===== src/rtl/rotl_serial_if.sv =====
// Request/result handshake bundle for rotl_serial.
// ROTL_LOGICAL_SHIFT_EN adds the in_logical request bit.
interface rotl_serial_if #(
    parameter int unsigned WIDTH = 8,
    parameter int unsigned SHW   = 3
);
    logic             in_valid;
    logic             in_ready;
    logic [WIDTH-1:0] in_data;
    logic [SHW-1:0]   in_amt;
`ifdef ROTL_LOGICAL_SHIFT_EN
    logic             in_logical;
`endif
    logic             out_valid;
    logic             out_ready;
    logic [WIDTH-1:0] out_data;

`ifdef ROTL_LOGICAL_SHIFT_EN
    modport slave  (input  in_valid, output in_ready, input  in_data, input  in_amt,
                    input  in_logical,
                    output out_valid, input  out_ready, output out_data);
    modport master (output in_valid, input  in_ready, output in_data, output in_amt,
                    output in_logical,
                    input  out_valid, output out_ready, input  out_data);
`else
    modport slave  (input  in_valid, output in_ready, input  in_data, input  in_amt,
                    output out_valid, input  out_ready, output out_data);
    modport master (output in_valid, input  in_ready, output in_data, output in_amt,
                    input  out_valid, output out_ready, input  out_data);
`endif
endinterface


===== src/rtl/rotl_serial.sv =====
// Multi-cycle rotate-left unit, one bit position per clock, valid/ready on both sides.
// Define ROTL_LOGICAL_SHIFT_EN to add a per-request zero-fill logical shift mode.
module rotl_serial #(
    parameter int unsigned WIDTH = 8,
    parameter int unsigned SHW   = 3
) (
    input  logic         clk,
    input  logic         rst,
    rotl_serial_if.slave bus
);
    typedef enum logic [1:0] {IDLE, SHIFT, DONE} state_e;

    state_e           state_q, state_d;
    logic [WIDTH-1:0] shreg_q, shreg_d;
    logic [SHW-1:0]   cnt_q, cnt_d;
    logic             in_ready_q, in_ready_d;
    logic             out_valid_q, out_valid_d;
    logic [WIDTH-1:0] out_data_q, out_data_d;
    logic [SHW-1:0]   amt_eff_c;
    logic [WIDTH-1:0] step_c;
    logic             accept_c;

    // Amount reduced mod WIDTH; a constant modulus, so it folds to truncation for powers of 2.
    assign amt_eff_c = SHW'(32'(bus.in_amt) % WIDTH);
    assign accept_c  = bus.in_valid && in_ready_q;

`ifdef ROTL_LOGICAL_SHIFT_EN
    logic logical_q, logical_d;
    assign step_c = logical_q ? {shreg_q[WIDTH-2:0], 1'b0}
                              : {shreg_q[WIDTH-2:0], shreg_q[WIDTH-1]};
`else
    assign step_c = {shreg_q[WIDTH-2:0], shreg_q[WIDTH-1]};
`endif

    // State register
    always_ff @(posedge clk) begin
        if (rst) state_q <= IDLE;
        else     state_q <= state_d;
    end

    // Next-state logic
    always_comb begin
        state_d = state_q;
        case (state_q)
            IDLE:    if (accept_c) state_d = (amt_eff_c == '0) ? DONE : SHIFT;
            SHIFT:   if (cnt_q == SHW'(1)) state_d = DONE;
            DONE:    if (out_valid_q && bus.out_ready) state_d = IDLE;
            default: state_d = IDLE;
        endcase
    end

    // Datapath and registered-output next values
    always_comb begin
        shreg_d     = shreg_q;
        cnt_d       = cnt_q;
        out_data_d  = out_data_q;
`ifdef ROTL_LOGICAL_SHIFT_EN
        logical_d   = logical_q;
`endif
        if (state_q == IDLE && accept_c) begin
            shreg_d = bus.in_data;
            cnt_d   = amt_eff_c;
`ifdef ROTL_LOGICAL_SHIFT_EN
            logical_d = bus.in_logical;
`endif
        end else if (state_q == SHIFT) begin
            shreg_d = step_c;
            cnt_d   = cnt_q - SHW'(1);
        end
        // Result is loaded only on entry to DONE, so it stays put after the handshake.
        if (state_d == DONE && state_q != DONE) out_data_d = shreg_d;
        in_ready_d  = (state_d == IDLE);
        out_valid_d = (state_d == DONE);
    end

    always_ff @(posedge clk) begin
        if (rst) begin
            shreg_q     <= '0;
            cnt_q       <= '0;
            in_ready_q  <= 1'b1;
            out_valid_q <= 1'b0;
            out_data_q  <= '0;
`ifdef ROTL_LOGICAL_SHIFT_EN
            logical_q   <= 1'b0;
`endif
        end else begin
            shreg_q     <= shreg_d;
            cnt_q       <= cnt_d;
            in_ready_q  <= in_ready_d;
            out_valid_q <= out_valid_d;
            out_data_q  <= out_data_d;
`ifdef ROTL_LOGICAL_SHIFT_EN
            logical_q   <= logical_d;
`endif
        end
    end

    assign bus.in_ready  = in_ready_q;
    assign bus.out_valid = out_valid_q;
    assign bus.out_data  = out_data_q;
endmodule


===== src/flat_wrapper.sv =====
// flat-port wrapper written by rule: the top's interface ports become plain ports
module rotl_serial_flat 
#(
    parameter int unsigned WIDTH = 8,
    parameter int unsigned SHW   = 3
)
  (clk, rst, bus_in_valid, bus_in_ready, bus_in_data, bus_in_amt, bus_out_valid, bus_out_ready, bus_out_data);
  rotl_serial_if #(.WIDTH(WIDTH), .SHW(SHW)) bus_i ();
  input  logic clk;
  input  logic rst;
  input wire logic [$bits(bus_i.in_valid)-1:0] bus_in_valid;
  output wire logic [$bits(bus_i.in_ready)-1:0] bus_in_ready;
  input wire logic [$bits(bus_i.in_data)-1:0] bus_in_data;
  input wire logic [$bits(bus_i.in_amt)-1:0] bus_in_amt;
  output wire logic [$bits(bus_i.out_valid)-1:0] bus_out_valid;
  input wire logic [$bits(bus_i.out_ready)-1:0] bus_out_ready;
  output wire logic [$bits(bus_i.out_data)-1:0] bus_out_data;
  assign bus_i.in_valid = bus_in_valid;
  assign bus_in_ready = bus_i.in_ready;
  assign bus_i.in_data = bus_in_data;
  assign bus_i.in_amt = bus_in_amt;
  assign bus_out_valid = bus_i.out_valid;
  assign bus_i.out_ready = bus_out_ready;
  assign bus_out_data = bus_i.out_data;
  rotl_serial #(.WIDTH(WIDTH), .SHW(SHW)) u_core (.clk(clk), .rst(rst), .bus(bus_i));
endmodule

===== config.mk =====
export PLATFORM = sky130hd
export DESIGN_NAME = rotl_serial_flat
export DESIGN_NICKNAME = d
export VERILOG_FILES = /design/src/rtl/rotl_serial_if.sv /design/src/rtl/rotl_serial.sv /design/src/flat_wrapper.sv
export SDC_FILE = /design/constraint.sdc
export NUM_CORES = 1
export LEC_CHECK = 0
export ABC_CLOCK_PERIOD_IN_PS = 1900
export CAP_MARGIN = 5
export CORE_MARGIN = 2
export CORE_UTILIZATION = 43
export DETAILED_ROUTE_END_ITERATION = 16
export PLACE_DENSITY_LB_ADDON = 0.2
export SKIP_CTS_REPAIR_TIMING = 1
export SLEW_MARGIN = 20
export SYNTH_ARGS = -nofsm -noshare
export SYNTH_HDL_FRONTEND = slang
export SYNTH_SLANG_ARGS = --single-unit

===== constraint.sdc =====
create_clock -name clk -period 1.9 [get_ports clk]
set_clock_uncertainty 0.2 [all_clocks]
set_input_delay 0.38 -clock clk [delete_from_list [all_inputs] [get_ports clk]]
set_output_delay 0.38 -clock clk [all_outputs]
set_load 0.05 [all_outputs]

==> flow_results.org, run 1 <==
** Clock network
- H-Tree Level Count :: 1
- The clock net in this run drives a total of 23 sinks.
- Worst-Skew Late Latency :: 0.30 ns
- Counting along the longest clock path gives a buffer depth of 2.
- CTS buffer count :: 3
- TritonCTS built the clock tree.
- Clock root buffer :: sky130_fd_sc_hd__clkbuf_4
- CTS clock-pin slew for the worst setup and hold paths :: 0.13 ns

** Setup path
- The critical path goes through dlymetal6s2s_1 -> or3_4 -> or3_4 -> a21oi_4 -> buf_6 -> mux2_4.
- Critical path arrival :: 1.88 ns
- The critical path is of the input pin to flip-flop type.
- The worst setup path is launched from an input pin.
- Critical Path Most Common Cell :: sky130_fd_sc_hd__or3_4
- Slowest Stage Delay on Critical Path :: 0.38 ns
- Cell type of the slowest stage on the worst timing path :: sky130_fd_sc_hd__or3_4
- At the worst endpoint, the required time is 1.90 ns.
- Crit path max fanout :: 4
- The worst setup path is captured at a flip-flop.

** Die
- The die covers 2800 um2.
- For this configuration, the core starts out at a cell density of 0.461.
- I/O pin count :: 25
- Die width :: 52.9 um
- In this run the vertical extent of the chip is 52.9 um.
- After floorplanning, the core was divided into 17 placement rows.
- In this run the standard cell core region covers 2230 um2.

** Yosys
- Yosys synthesis warning count :: 0
- The synthesized netlist contains 23 unique library cells.
- After synthesis, the share of flip-flops with an asynchronous set or reset is 0.
- After synthesis the netlist holds a flip-flop and latch count of 23.
- Synth Area per Inst :: 9.70 um2
- Portion of synthesized cell area occupied by the leading cell type :: 0.448
- The synthesized netlist occupies a cell area of 1030 um2.
- Synthesis produced a netlist with a net count of 123.
- By area the synthesized netlist is led by sky130_fd_sc_hd__dfxtp_1 45%, sky130_fd_sc_hd__mux2_2 8.8%, sky130_fd_sc_hd__o221a_2 8.8%.
- sky130_fd_sc_hd__dfxtp_1 takes more of the synthesized area than any other cell.
- Number of flops mapped to enable cells by yosys :: 0
- The share of the Yosys chip area taken by registers is 0.448.
- Primary flip-flop cell chosen by synthesis mapping :: sky130_fd_sc_hd__dfxtp_1
- Count of mapped cells out of synthesis :: 106

** Route
- Antenna violation net count after detailed routing :: 0
- Wire length on met2 :: 1.06 mm
- Drt pass-1 iters :: 4
- Using the TritonRoute via totals, the vias-per-cell ratio works out to 5.20.
- Wire length on met1 :: 1.05 mm
- For this block, the initial DRC count from the detailed router was 10.
- Overall via count from detail_route :: 889
- Routed length on met3 :: 109 um
- Drt total wl :: 2.24 mm
- Dividing the detail-routed wire length by the instance count gives 13.1 um.
- Max Used Layer :: met4
- For this run, design rule violations remaining after detail routing come to 0.

** Layout
- Share of cells above drive strength 1 :: 0.378
- Antenna cell count :: 0
- After filler insertion, the fill cell instance count of the layout stands at 190.
- Final core occ :: 0.649
- Post-layout nets :: 161
- Area Growth Syn to Fin :: 41.0%

** Global route
- Tot GR Track Use :: 0.188
- Entering global routing, the biggest net connects 21 pins.
- The initial antenna violation count was 0.
- The via count of the first global-routing pass was 917.
- The first global-routing pass estimated 3.84 mm of wire.
- Gr ovfl total :: 0

** STA
- The routed design could run at a clock period as short as 1.88 ns.
- Final-layout worst hold slack :: 0.194 ns
- Relative max-transition margin :: 0.813
- RSZ-0062 raised after global routing :: false
- The hold violation total from the final report was 0.
- Setup violations remaining at the end of the flow were counted as 0.
- Max Slew Vio Count :: 0
- Of the available clock period, the critical path in the final layout requires 0.989.
- Slew at the pin closest to its max-slew limit :: 0.278 ns
- Based on the critical path, the design can be clocked at up to 0.532 GHz.

** Power
- Peak supply drop :: 499 uV
- Design Power :: 1.17 mW
- Dividing total power by cell area gives a power density of 810 nW/um2.
- Lkg Pwr :: 0.627 nW

** Status
- Run status :: finished clean

** Placement
- The congestion estimate from routability-driven global placement came to 0.743.
- Count of input and output buffers :: 24
- Half-perimeter wire length after detailed placement :: 1.65 mm

** Job
- Max-cap violations :: 0

** Hold path
- The worst hold path belongs to the class input pin to flip-flop.
==> through the flow <==
| stage | worst slack (ns) | TNS (ns) | instance area (um2) | cells |
|---|---|---|---|---|
| final | 0.0214 | 0 | 1450 | 171 |
| after global routing | 0.0311 | 0 | 1450 | 171 |
| after CTS | -0.281 | -2.21 | 1400 | 170 |
| after detailed placement | -0.612 | -6.31 | 1370 | 166 |
| after global placement | -0.577 | -6.17 | 1370 | 166 |
| after floorplan | -0.0925 | -0.740 | 1030 | 106 |
==> metal layers <==
layer / up-vias / track usage
li1: 445 / -
met1: 417 / 0.232
met2: 25 / 0.325
met3: 2 / 0.0339
met4: 0 / 0.0684
met5: - / 0
==> area by class of cell <==
class	instances	area, um2	area share
Sequential cell	23	462	0.318
Inverter	10	37.5	0.0259
Tap cell	28	35.0	0.0242
Multi-Input combinational cell	67	546	0.376
Timing Repair Buffer	39	343	0.236
Clock buffer	3	22.5	0.0155
Clock inverter	1	5.00	0.00345
==> kinds of logic after synthesis <==
family                   share of synthesized area
AO/OA/AOI/OAI                                0.236
AND/OR/NAND/NOR                              0.142
flip-flops                                   0.448
buffers and inverters                       0.0620
multiplexers                                0.0876
adder cells (fa/ha/maj)                     0.0243
==> power breakdown <==
group / total, mW / switching (mW) / internal [mW] / leakage [nW]
sequential: 0.576 / 0.0350 / 0.541 / 0.188
combinational: 0.378 / 0.187 / 0.191 / 0.421
clock: 0.221 / 0.142 / 0.0785 / 0.0177
==> cell usage in the layout, fill, tap and decap left out, drive strengths merged <==
cell and count:
a21boi 1, clkbuf 5, dfxtp 23, o21a 2
mux2 8, nor2b 10, o21ai 4, nand3b 1
nor3 1, nand2b 3, inv 10, a2bb2oi 1
ha 2, a22oi 2, buf 25, or3 3
clkinv 1, nand3 1, o221a 8, clkdlybuf4s50 10
a21oi 15, nand2 2, dlymetal6s2s 2, nor2 3
==> worst max-delay path: cells and delay by family <==
kind / cells / cell delay, ns
AOI/OAI and AO/OA: 1 / 0.20
and+or+nand+nor: 2 / 0.72
muxes: 1 / 0.30
buffers and inverters: 2 / 0.29
==> Yosys cell counts, drive strengths merged (3+ instances only) <==
library cell / count
or3: 3
a21oi: 15
inv: 10
nand2b: 3
mux2: 8
dfxtp: 23
nor2: 3
nor2b: 10
o21ai: 4
clkbuf: 3
o221a: 8
buf: 3
==> final timing paths <==
check | startpoint | slack (ns) | cells past startpoint | to
setup / recovery | bus_in_amt[2] | 0.02 | 6 | u_core.bus.out_data[7]
hold / removal | bus_in_amt[1] | 0.19 | 3 | u_core.cnt_q[1]
setup reg to reg | u_core.state_q[0] | 0.11 | 4 | u_core.bus.out_data[4]
hold reg to reg | u_core.cnt_q[1] | 0.29 | 2 | u_core.cnt_q[1]
==> registers in the layout (all words and copies together), names as in the netlist <==
signal,cells
u_core.bus.out_valid,1
u_core.bus.in_ready,1
u_core.shreg_q,8
u_core.bus.out_data,8
u_core.cnt_q,3
u_core.state_q,2
Note: power is estimated with default switching activity, not from simulation.
==> inputs of run 2 (changes only) <==
--- a/config.mk
+++ b/config.mk
@@ -7,10 +7,12 @@
 export LEC_CHECK = 0
 export ABC_CLOCK_PERIOD_IN_PS = 1900
 export CAP_MARGIN = 5
+export CORE_ASPECT_RATIO = 1.2
 export CORE_MARGIN = 2
 export CORE_UTILIZATION = 43
 export DETAILED_ROUTE_END_ITERATION = 16
 export PLACE_DENSITY_LB_ADDON = 0.2
+export REMOVE_ABC_BUFFERS = 1
 export SKIP_CTS_REPAIR_TIMING = 1
 export SLEW_MARGIN = 20
 export SYNTH_ARGS = -nofsm -noshare
==> run 2 against run 1 <==
  * Register-to-register slack gained 0.03 ns
  * Power fell by 1.8%
  * Wire length increased by 0.54%
  * Count of clock-buffer cells in the layout is 1 higher
  * Setup slack gained 0.00099 ns
  * Hold slack worse by 0.0033 ns
  * Utilization fell by 3.5 points
  * Die area hardly changed
  * Cell area fell by 3.3%
  * Via count up 0.11%
  * Largest cell class unchanged
  * Largest power group unchanged
==> flow_results.org, run 2 (synthesis gave the netlist of run 1 again) <==
** STA
- The final worst setup slack is 0.0224 ns (+0.000995 ns).
- Final critical-path required period :: 1.88 ns (-0.000995 ns)
- Relative max-transition margin :: 0.840 (+0.0271)
- The hold violation total from the final report is 0 (unchanged).
- Portion of the clock cycle consumed by the worst path in the final layout :: 0.988 (about the same)
- The count of final max-slew check failures is 0 (unchanged).
- Fmax :: 0.533 GHz (about the same)
- Final setup vio count :: 0 (unchanged)
- Setup repair after global routing left no endpoint under its margin.
- The worst-margin pin slew is 0.237 ns (-0.0410 ns).

** Setup path
- The delay contributed by the slowest stage of the critical path came to 0.39 ns (about the same).
- The largest fanout on the critical path is 4 (unchanged).
- Grouping stages by cell kind, the critical path spends the most delay in simple AND/OR/NAND/NOR gates.
- The endpoint identified for the worst register-to-register timing path is u_core.bus.out_data[0].
- Category of the worst setup path launch point :: input pin
- The internal reg-to-reg setup slack was 0.14 ns (+0.03 ns).
- The cell depth of the worst flop-to-flop path came to 3 (-1).
- Cell type of the slowest stage on the worst timing path :: sky130_fd_sc_hd__or3_4
- Worst Setup End Kind :: flip-flop
- The critical path data arrival time is 1.88 ns (about the same).
- The required time at the worst-slack endpoint was 1.91 ns (about the same).
- Buf/Inv on CP :: 2 (unchanged)
- The critical path goes through clkbuf_2 -> or3_4 -> or3_4 -> a21oi_4 -> buf_6 -> mux2_4.
- In this design, the critical path's most frequently occurring cell is sky130_fd_sc_hd__or3_4.
- The critical path is of the input pin to flip-flop type.
- Origin of the critical flop-to-flop path :: u_core.state_q[0]

** Hold path
- The cell depth of the worst min-delay path is 3 (unchanged).
- Hold path startpoint :: bus_in_amt[2]
- Hold EP :: u_core.cnt_q[2]
- The tightest min-delay check is of the input pin to flip-flop type.

** Die
- The floorplan die height is 57.6 um (+8.8%).
- The number of placement rows came to 19 (+2).
- The area of the placeable core came to 2280 um2 (+2.2%).
- Die width :: 48.6 um (-8.1%)
- I/O pin count :: 25 (unchanged)
- Starting utilization of the core area :: 0.451 (-0.00985)
- Die outline area :: 2800 um2 (about the same)

** Route
- Average wire per cell in the routed design :: 13.4 um (+2.3%)
- The ratio of routed vias to standard cells came to 5.30 (+1.9%).
- The iteration count of the initial detailed-routing pass is 4 (unchanged).
- Antenna violation net count after detailed routing :: 0 (unchanged)
- The via count was 890 (+0.11%).
- DRC violations left :: 0 (unchanged)
- The detailed router's first-iteration violation count is 20 (+10).
- The overall routed net length came to 2.25 mm (+0.54%).

** Job
- The max-cap violation count is 0 (unchanged).

** Global route
- The total global-route track usage was 0.157 (-0.0315).
- The via count of the first global-routing pass was 826 (-9.9%).
- Antenna violations before repair :: 0 (unchanged)
- Gr ovfl total :: 0 (unchanged)
- Pin count of the biggest net entering global routing :: 21 (unchanged)
- Global-route wire length before repair :: 3.46 mm (-9.9%)

** Status
- Run status :: finished clean

** Layout
- Area Growth Syn to Fin :: 36.4%
- Share of cells above drive strength 1 :: 0.328 (-0.0492)
- The area of all sequential standard cells is 460 um2 (-0.27%).
- The final net count was 155 (-3.7%).
- Final core occ :: 0.615 (-0.0347)
- # fillers :: 205 (+7.9%)
- The library cell used most frequently in the layout, excluding fill and tap cells, is sky130_fd_sc_hd__dfxtp_1.
- Area occupied by multi-input gates :: 542 um2 (-0.69%)
- Highest-count cells in the layout ignoring fill and taps :: 23 x sky130_fd_sc_hd__dfxtp_1, 16 x sky130_fd_sc_hd__buf_4, 14 x sky130_fd_sc_hd__a21oi_1
- The antenna diode count came to 0 (unchanged).

** Placement
- The pre-CTS worst setup slack is -0.594 ns (+0.0178 ns).
- Half-perimeter wire length after detailed placement :: 1.53 mm (-7.7%)
- GP Congestion :: 0.772 (+3.9%)
- Count of input and output buffers :: 24 (unchanged)

** Power
- The power density over the cells was 823 nW/um2 (+1.5%).
- Lkg Pwr :: 0.596 nW (-4.9%)
- Peak supply drop :: 627 uV (+26%)

** Clock network
- The clock latency of the later-clocked register in the worst-skew pair is 0.30 ns (about the same).
- CTS buffer count :: 3 (unchanged)
- Clock Path Buffers :: 2 (unchanged)
- The clock sink count came to 23 (unchanged).
- H-Tree Level Count :: 1 (unchanged)
- The CTS clock-pin slew for the worst setup and hold paths was 0.12 ns (about the same).
- Clock root buffer :: sky130_fd_sc_hd__clkbuf_4
- TritonCTS built the clock tree.
[run 2: cell count changes in the layout (fill, tap and decap cells not counted), sizes merged]
cell / before / now
clkinv: 1 / 0
clkbuf: 5 / 6
buf: 25 / 19
[run 2: area by class of cell]
| type | count | share of cell area |
|---|---|---|
| Inverter | 10 | 0.0268 |
| Sequential cell | 23 | 0.328 |
| Multi-Input combinational cell | 67 | 0.386 |
| Timing Repair Buffer | 33 | 0.212 |
| Clock buffer | 4 | 0.0187 |
| Tap cell | 31 | 0.0277 |
[run 2: report_power, final]
part	internal, mW	total [mW]	switching (mW)
combinational	0.172	0.356	0.183
sequential	0.540	0.575	0.0354
clock	0.0819	0.223	0.141
[run 2: worst max path at each step]
stage	from	endpoint	slack [ns]	cells past startpoint
final	bus_in_amt[2]	u_core.bus.out_data[0]	0.02	6
after global placement	bus_in_amt[1]	u_core.bus.out_data[2]	-0.58	6
after global routing	bus_in_amt[2]	u_core.bus.out_data[0]	0.01	6
after CTS	bus_in_amt[1]	u_core.bus.out_data[2]	-0.27	6
after floorplan	u_core.bus.in_ready	u_core.bus.out_data[0]	-0.18	4
after detailed placement	bus_in_amt[1]	u_core.bus.out_data[2]	-0.59	6
[run 2: worst register-to-register path, stage by stage, from the launching register on]
cell,delay (ns)
sky130_fd_sc_hd__dfxtp_1,0.40
sky130_fd_sc_hd__or3_4,0.48
sky130_fd_sc_hd__o221a_2,0.31
sky130_fd_sc_hd__mux2_4,0.27
[run 2: per-stage QoR]
stage,hold slack [ns],cells,area [um2],power (mW),TNS [ns]
after floorplan,0.244,100,1000,0.786,-1.42
after global routing,0.211,168,1400,1.21,0
final,0.191,168,1400,1.15,0
after detailed placement,0.274,164,1340,0.925,-6.78
after global placement,0.265,164,1340,0.918,-6.72
after CTS,0.291,168,1360,1.14,-2.09
[run 2: metal layers]
metal / routed length (um) / part of all wire / GRT usage / vias up
met5: 0 / 0 / 0 / -
met4: 29 / 0.013 / 0.0735 / 0
met3: 88 / 0.039 / 0.0209 / 4
met2: 1120 / 0.50 / 0.294 / 27
met1: 1010 / 0.45 / 0.174 / 426
li1: - / - / - / 433
